**config.mk**
```make
export PLATFORM = sky130hd
export DESIGN_NAME = shift_reg_n
export DESIGN_NICKNAME = d
export VERILOG_FILES = /design/src/rtl/shift_reg_n.sv
export SDC_FILE = /design/constraint.sdc
export NUM_CORES = 1
export LEC_CHECK = 0
export CORE_UTILIZATION = 44
export DETAILED_ROUTE_END_ITERATION = 10
export GPL_TIMING_DRIVEN = 1
export HOLD_SLACK_MARGIN = 0.02
export PLACE_DENSITY = 0.87
export SLEW_MARGIN = 20
export SYNTH_ARGS = -nofsm -noshare
export SYNTH_HDL_FRONTEND = slang
export SYNTH_SLANG_ARGS = --single-unit
```
**constraint.sdc**
```tcl
create_clock -name Clk -period 1.7 [get_ports Clk]
set_input_delay 0.255 -clock Clk [delete_from_list [all_inputs] [get_ports Clk]]
set_output_delay 0.255 -clock Clk [all_outputs]
set_load 0.01 [all_outputs]
```
**src/rtl/shift_reg_n.sv**
```systemverilog
// rtl/shift_reg_n.sv - parametrised shift register with Start-triggered multi-step sequencer
// Define SHIFT_REG_N_LEFT_EN to build left-shift support; otherwise Dir is ignored.
module shift_reg_n #(
  parameter int WIDTH = 16,
  parameter int CNT_W = $clog2(WIDTH + 1)
) (
  input  logic             Clk,
  input  logic             Reset,
  input  logic             Load,
  input  logic [WIDTH-1:0] D,
  input  logic             Shift_In,
  input  logic             Shift_En,
  input  logic             Start,
  input  logic [CNT_W-1:0] Amount,
  input  logic             Dir,
  input  logic [1:0]       Mode,
  output logic             Busy,
  output logic             Done,
  output logic             Shift_Out,
  output logic [WIDTH-1:0] Data_Out
);

  typedef enum logic [1:0] {IDLE, SHIFT, DONE} state_t;

  state_t           state, state_nxt;
  logic [CNT_W-1:0] cnt, cnt_nxt;
  logic             dir_q, dir_nxt;
  logic [1:0]       mode_q, mode_nxt;
  logic [WIDTH-1:0] data_q, data_nxt;
  logic             dir_live;

`ifdef SHIFT_REG_N_LEFT_EN
  assign dir_live = Dir;
`else
  logic unused_dir;
  assign unused_dir = Dir;
  assign dir_live   = 1'b0;
`endif

  // One shift step; fill bit chosen by mode, rotate reuses the expelled bit.
  function automatic logic [WIDTH-1:0] step_fn(input logic [WIDTH-1:0] v,
                                               input logic             d,
                                               input logic [1:0]       m,
                                               input logic             sin);
    logic fill;
    logic expelled;
    expelled = d ? v[WIDTH-1] : v[0];
    fill     = 1'b0;
    case (m)
      2'b00:   fill = sin;
      2'b01:   fill = 1'b0;
      2'b10:   fill = d ? 1'b0 : v[WIDTH-1];
      default: fill = expelled;
    endcase
`ifdef SHIFT_REG_N_LEFT_EN
    step_fn = d ? {v[WIDTH-2:0], fill} : {fill, v[WIDTH-1:1]};
`else
    step_fn = {fill, v[WIDTH-1:1]};
`endif
  endfunction

  always_ff @(posedge Clk or negedge Reset) begin
    if (!Reset) begin
      state  <= IDLE;
      cnt    <= '0;
      dir_q  <= 1'b0;
      mode_q <= 2'b00;
      data_q <= '0;
    end else begin
      state  <= state_nxt;
      cnt    <= cnt_nxt;
      dir_q  <= dir_nxt;
      mode_q <= mode_nxt;
      data_q <= data_nxt;
    end
  end

  always_comb begin
    state_nxt = state;
    cnt_nxt   = cnt;
    dir_nxt   = dir_q;
    mode_nxt  = mode_q;
    data_nxt  = data_q;
    if (Load) begin
      data_nxt  = D;
      cnt_nxt   = '0;
      state_nxt = IDLE;
    end else if (Start && state != SHIFT) begin
      dir_nxt   = dir_live;
      mode_nxt  = Mode;
      cnt_nxt   = Amount;
      state_nxt = (Amount != '0) ? SHIFT : DONE;
    end else if (state == SHIFT) begin
      data_nxt = step_fn(data_q, dir_q, mode_q, Shift_In);
      cnt_nxt  = cnt - 1'b1;
      if (cnt == CNT_W'(1))
        state_nxt = DONE;
    end else begin
      if (Shift_En)
        data_nxt = step_fn(data_q, dir_live, Mode, Shift_In);
      if (state == DONE)
        state_nxt = IDLE;
    end
  end

  assign Busy     = (state == SHIFT);
  assign Done     = (state == DONE);
  assign Data_Out = data_q;

`ifdef SHIFT_REG_N_LEFT_EN
  assign Shift_Out = (Busy ? dir_q : dir_live) ? data_q[WIDTH-1] : data_q[0];
`else
  assign Shift_Out = data_q[0];
`endif

endmodule

```
==> flow_summary_export.csv <==
group,metric,value,unit
power_and_ir_drop,p_leak,0.851,nW
clock_network,path_clk_slew,0.14,ns
yosys,ys_async_sr_fraction,100,%
yosys,yosysSeqAreaShare,46.5,%
worst_setup_path,worstPathArrival,1.35,ns
worst_setup_path,crit_cells,4,
worst_setup_path,slowest_stage,"dfrtp_1",
finish,multi_input_area,646,um^2
yosys,yosysMostFrequentCell,"dfrtp_1",
finish,ff_latch_area,626,um^2
yosys,synthTopCellsByCount,"dfrtp_1, nand2_1, o21ai_0",
die,io_pins,49,
finish,fin_util,67.4,%
route,ant_nets,0,
yosys,syn-mean-instance-area,9.90,um^2
worst_setup_path,cp_max_fo,12,
clock_network,cts_hold_buffers,0,
yosys,synth_top_area_share,46.5,%
yosys,synthFlopType,"dfrtp_1",
worst_setup_path,regToRegEndpoint,"state[1]$_DFFE_PN0P_",
timing,setup_viol,0,
timing,slew_violations,0,
outcome,violations,"DRC",
finish,num-fill-cells,226,
place,portBuffers,47,
power_and_ir_drop,total_power,1.73,mW
finish,drive_gt1_share,10.8,%
power_and_ir_drop,p_per_area,910,nW/um^2
die,dieArea,3290,um^2
place,dp_cells,211,
worst_setup_path,start_kind,"flop",
power_and_ir_drop,p_int,1.17,mW
clock_network,clk_path_buf_depth,2,
power_and_ir_drop,clkPwrFrac,15.0,%
worst_setup_path,critical_path_class,"flop to output port",
die,rows,19,
timing,fmax,0.623,GHz
outcome,status,"finished, violations left",
power_and_ir_drop,switching_share,32.6,%
timing,clock_skew,0.00793,ns
finish,antennaDiodeCount,0,
clock_network,cts_buffers,3,
die,start_util,47.6,%
route,firstDrtPassIters,6,
power_and_ir_drop,combPwrFrac,38.1,%
timing,hold_violations,0,
route,wl_per_cell,14.5,um
run,maxCapViolations,0,
worst_setup_path,reg2reg_from,"cnt[1]$_DFFE_PN0P_",
power_and_ir_drop,peakVddDrop,0.000530,V
route,drtIter0Drc,22,
worst_setup_path,crit_path_end_kind,"output port",
route,wirelength,3130,um
power_and_ir_drop,power_frac_seq,46.9,%
grt,grt_pass1_wl,5480,um
worst_setup_path,critPathBufInv,3,
worst_setup_path,worstPathRequired,1.44,ns
grt,grt_use_total,21.5,%
grt,antenna_found_initial,0,
worst_setup_path,critPathTopFamily,"buffers and inverters",
yosys,yosys.area.top_type,"dfrtp_1",
worst_setup_path,crit_start,"state[0]$_DFFE_PN0P_",
yosys,ys_seq_elements,25,
worst_setup_path,crit_chain,"buf_4 > nand2b_4 > inv_4 > dlygate4sd2_1",
finish,finalNetCount,218,
yosys,synth_area,1350,um^2
die,die_x,57.3,um
clock_network,cts_tree,"yes",
route,drc,6,
route,viasPerCell,5.42,
timing,period_needed,1.61,ns
clock_network,clock-sinks,25,
die,die_y,57.3,um
grt,grt_max_degree,31,
place,gp_congestion,0.861,
grt,gr-total-overflow,0,
yosys,yosys-top-cells-area,"dfrtp_1, mux2i_1, o21ai_0",
clock_network,clkLatencyLatePin,0.31,ns
worst_hold_path,hold_path_class,"input port to async pin",
grt,first_global_vias,1251,
yosys,synthCells,136,
die,core,2830,um^2
worst_setup_path,reg2reg_slack,0.17,ns
finish,area_delta_synth_final,41.6,%
finish,stdcell_count,216,
timing,grt_setup_unrepaired,"no",
place,dp_hpwl,2410,um
route,vias,1171,
worst_setup_path,reg2regPathDepth,4,
timing,timing.setup.tns,0,ns
worst_setup_path,cp-endpoint,"Busy",
yosys,yosysWarnings,0,
yosys,yosysUniqueCellTypes,34,
timing,fin_crit_sh,94.5,%
yosys,synth_edf_count,0,
power_and_ir_drop,p_switching,0.565,mW
yosys,synth_nets,168,
worst_setup_path,max_stage_delay,0.40,ns
clock_network,h-tree-depth,1,
timing,relSlewSlack,78.2,%
clock_network,root_buffer,"clkbuf_4",
timing,worstMarginPinSlew,0.326,ns
-- per-stage QoR --
stage                     area, um^2  setup slack (ns)  hold WS [ns]
final                           1910            0.0943         0.294
after global routing            1910           0.00814         0.292
after CTS                       1900            0.0161         0.294
after detailed placement        1870            0.0309         0.501
after global placement          1870            0.0876         0.485
after floorplan                 1350             0.369       -0.0406
-- area by class of cell --
cell class                 count  share of cell area [%]
multi-input combinational     95                    33.9
clock buffer                   3                    1.18
timing repair buffer          55                    28.5
sequential                    25                    32.8
tap                           31                    2.03
clock inverter                 1                   0.262
inverter                       6                    1.31
-- placed cells by master, fill, tap and decap left out, types with 2 or more instances in the layout --
cell type,n
a31oi_1,2
mux2i_1,16
o21ai_0,18
nand2_1,19
inv_1,5
buf_4,7
nor2_1,7
a21oi_1,2
nor3b_1,3
ha_1,2
dfrtp_1,25
clkdlybuf4s50_1,45
mux2_2,2
a211oi_1,6
clkbuf_4,3
-- routing by layer --
| layer | track usage [%] | vias up | routed length, um |
|---|---|---|---|
| met5 | 0 | - | 0 |
| met3 | 4.08 | 2 | 195 |
| met2 | 37.1 | 35 | 1570 |
| li1 | - | 576 | - |
| met4 | 7.32 | 0 | 25 |
| met1 | 27.0 | 558 | 1330 |
-- power groups by stage --
stage | Sequential, mW | Clock (mW) | Combinational (mW)
3_3_place_gp | 0.818 | 0 | 0.629
6_report | 0.813 | 0.260 | 0.661
2_1_floorplan | 0.845 | 0 | 0.292
3_5_place_dp | 0.827 | 0 | 0.657
4_1_cts | 0.813 | 0.275 | 0.670
5_1_grt | 0.831 | 0.298 | 0.726
-- logic make-up (layout without fill, tap and decap cells) --
logic type               after synthesis  in the layout  share of synthesized area [%]
AND/OR/NAND/NOR                       39             39                           14.5
buffers and inverters                 16             65                           5.95
flip-flops                            25             25                           46.5
adder cells (fa/ha/maj)                2              2                           1.86
AO/OA/AOI/OAI                         35             35                           17.0
XOR/XNOR                               1              1                          0.651
multiplexers                          18             18                           13.6
-- sequential cells by signal, summed over array words and instances (netlist names) --
| register | count |
|---|---|
| Data_Out | 16 |
| mode_q | 2 |
| state | 2 |
| cnt | 5 |
-- worst min path at each step --
stage	from	to	slack [ns]
floorplan	Reset	Data_Out[0]$_DFFE_PN0P_	-0.04
global placement	Data_Out[1]$_DFFE_PN0P_	Data_Out[1]$_DFFE_PN0P_	0.49
detailed placement	Data_Out[1]$_DFFE_PN0P_	Data_Out[1]$_DFFE_PN0P_	0.50
CTS	Reset	cnt[2]$_DFFE_PN0P_	0.29
global route	Reset	Data_Out[6]$_DFFE_PN0P_	0.29
finish	Reset	Data_Out[7]$_DFFE_PN0P_	0.29
-- worst register-to-register path: cells and delay by family (launching register included) --
kind | cells | cell delay, ns
adder cells (fa/ha/maj) | 1 | 0.15
AO/OA/AOI/OAI | 1 | 0.29
AND/OR/NAND/NOR | 1 | 0.47
flip-flops | 1 | 0.41
buffers and inverters | 1 | 0.10
-- repair_timing --
| item | 4_1_cts | 5_1_grt |
|---|---|---|
| hold endpoints to repair | 0 | 0 |
| setup buffers | 1 | 0 |
| setup endpoints to repair | 2 | 1 |
| gates resized for setup | 2 | 1 |
No activity file was read; power rests on OpenSTA's default activity.
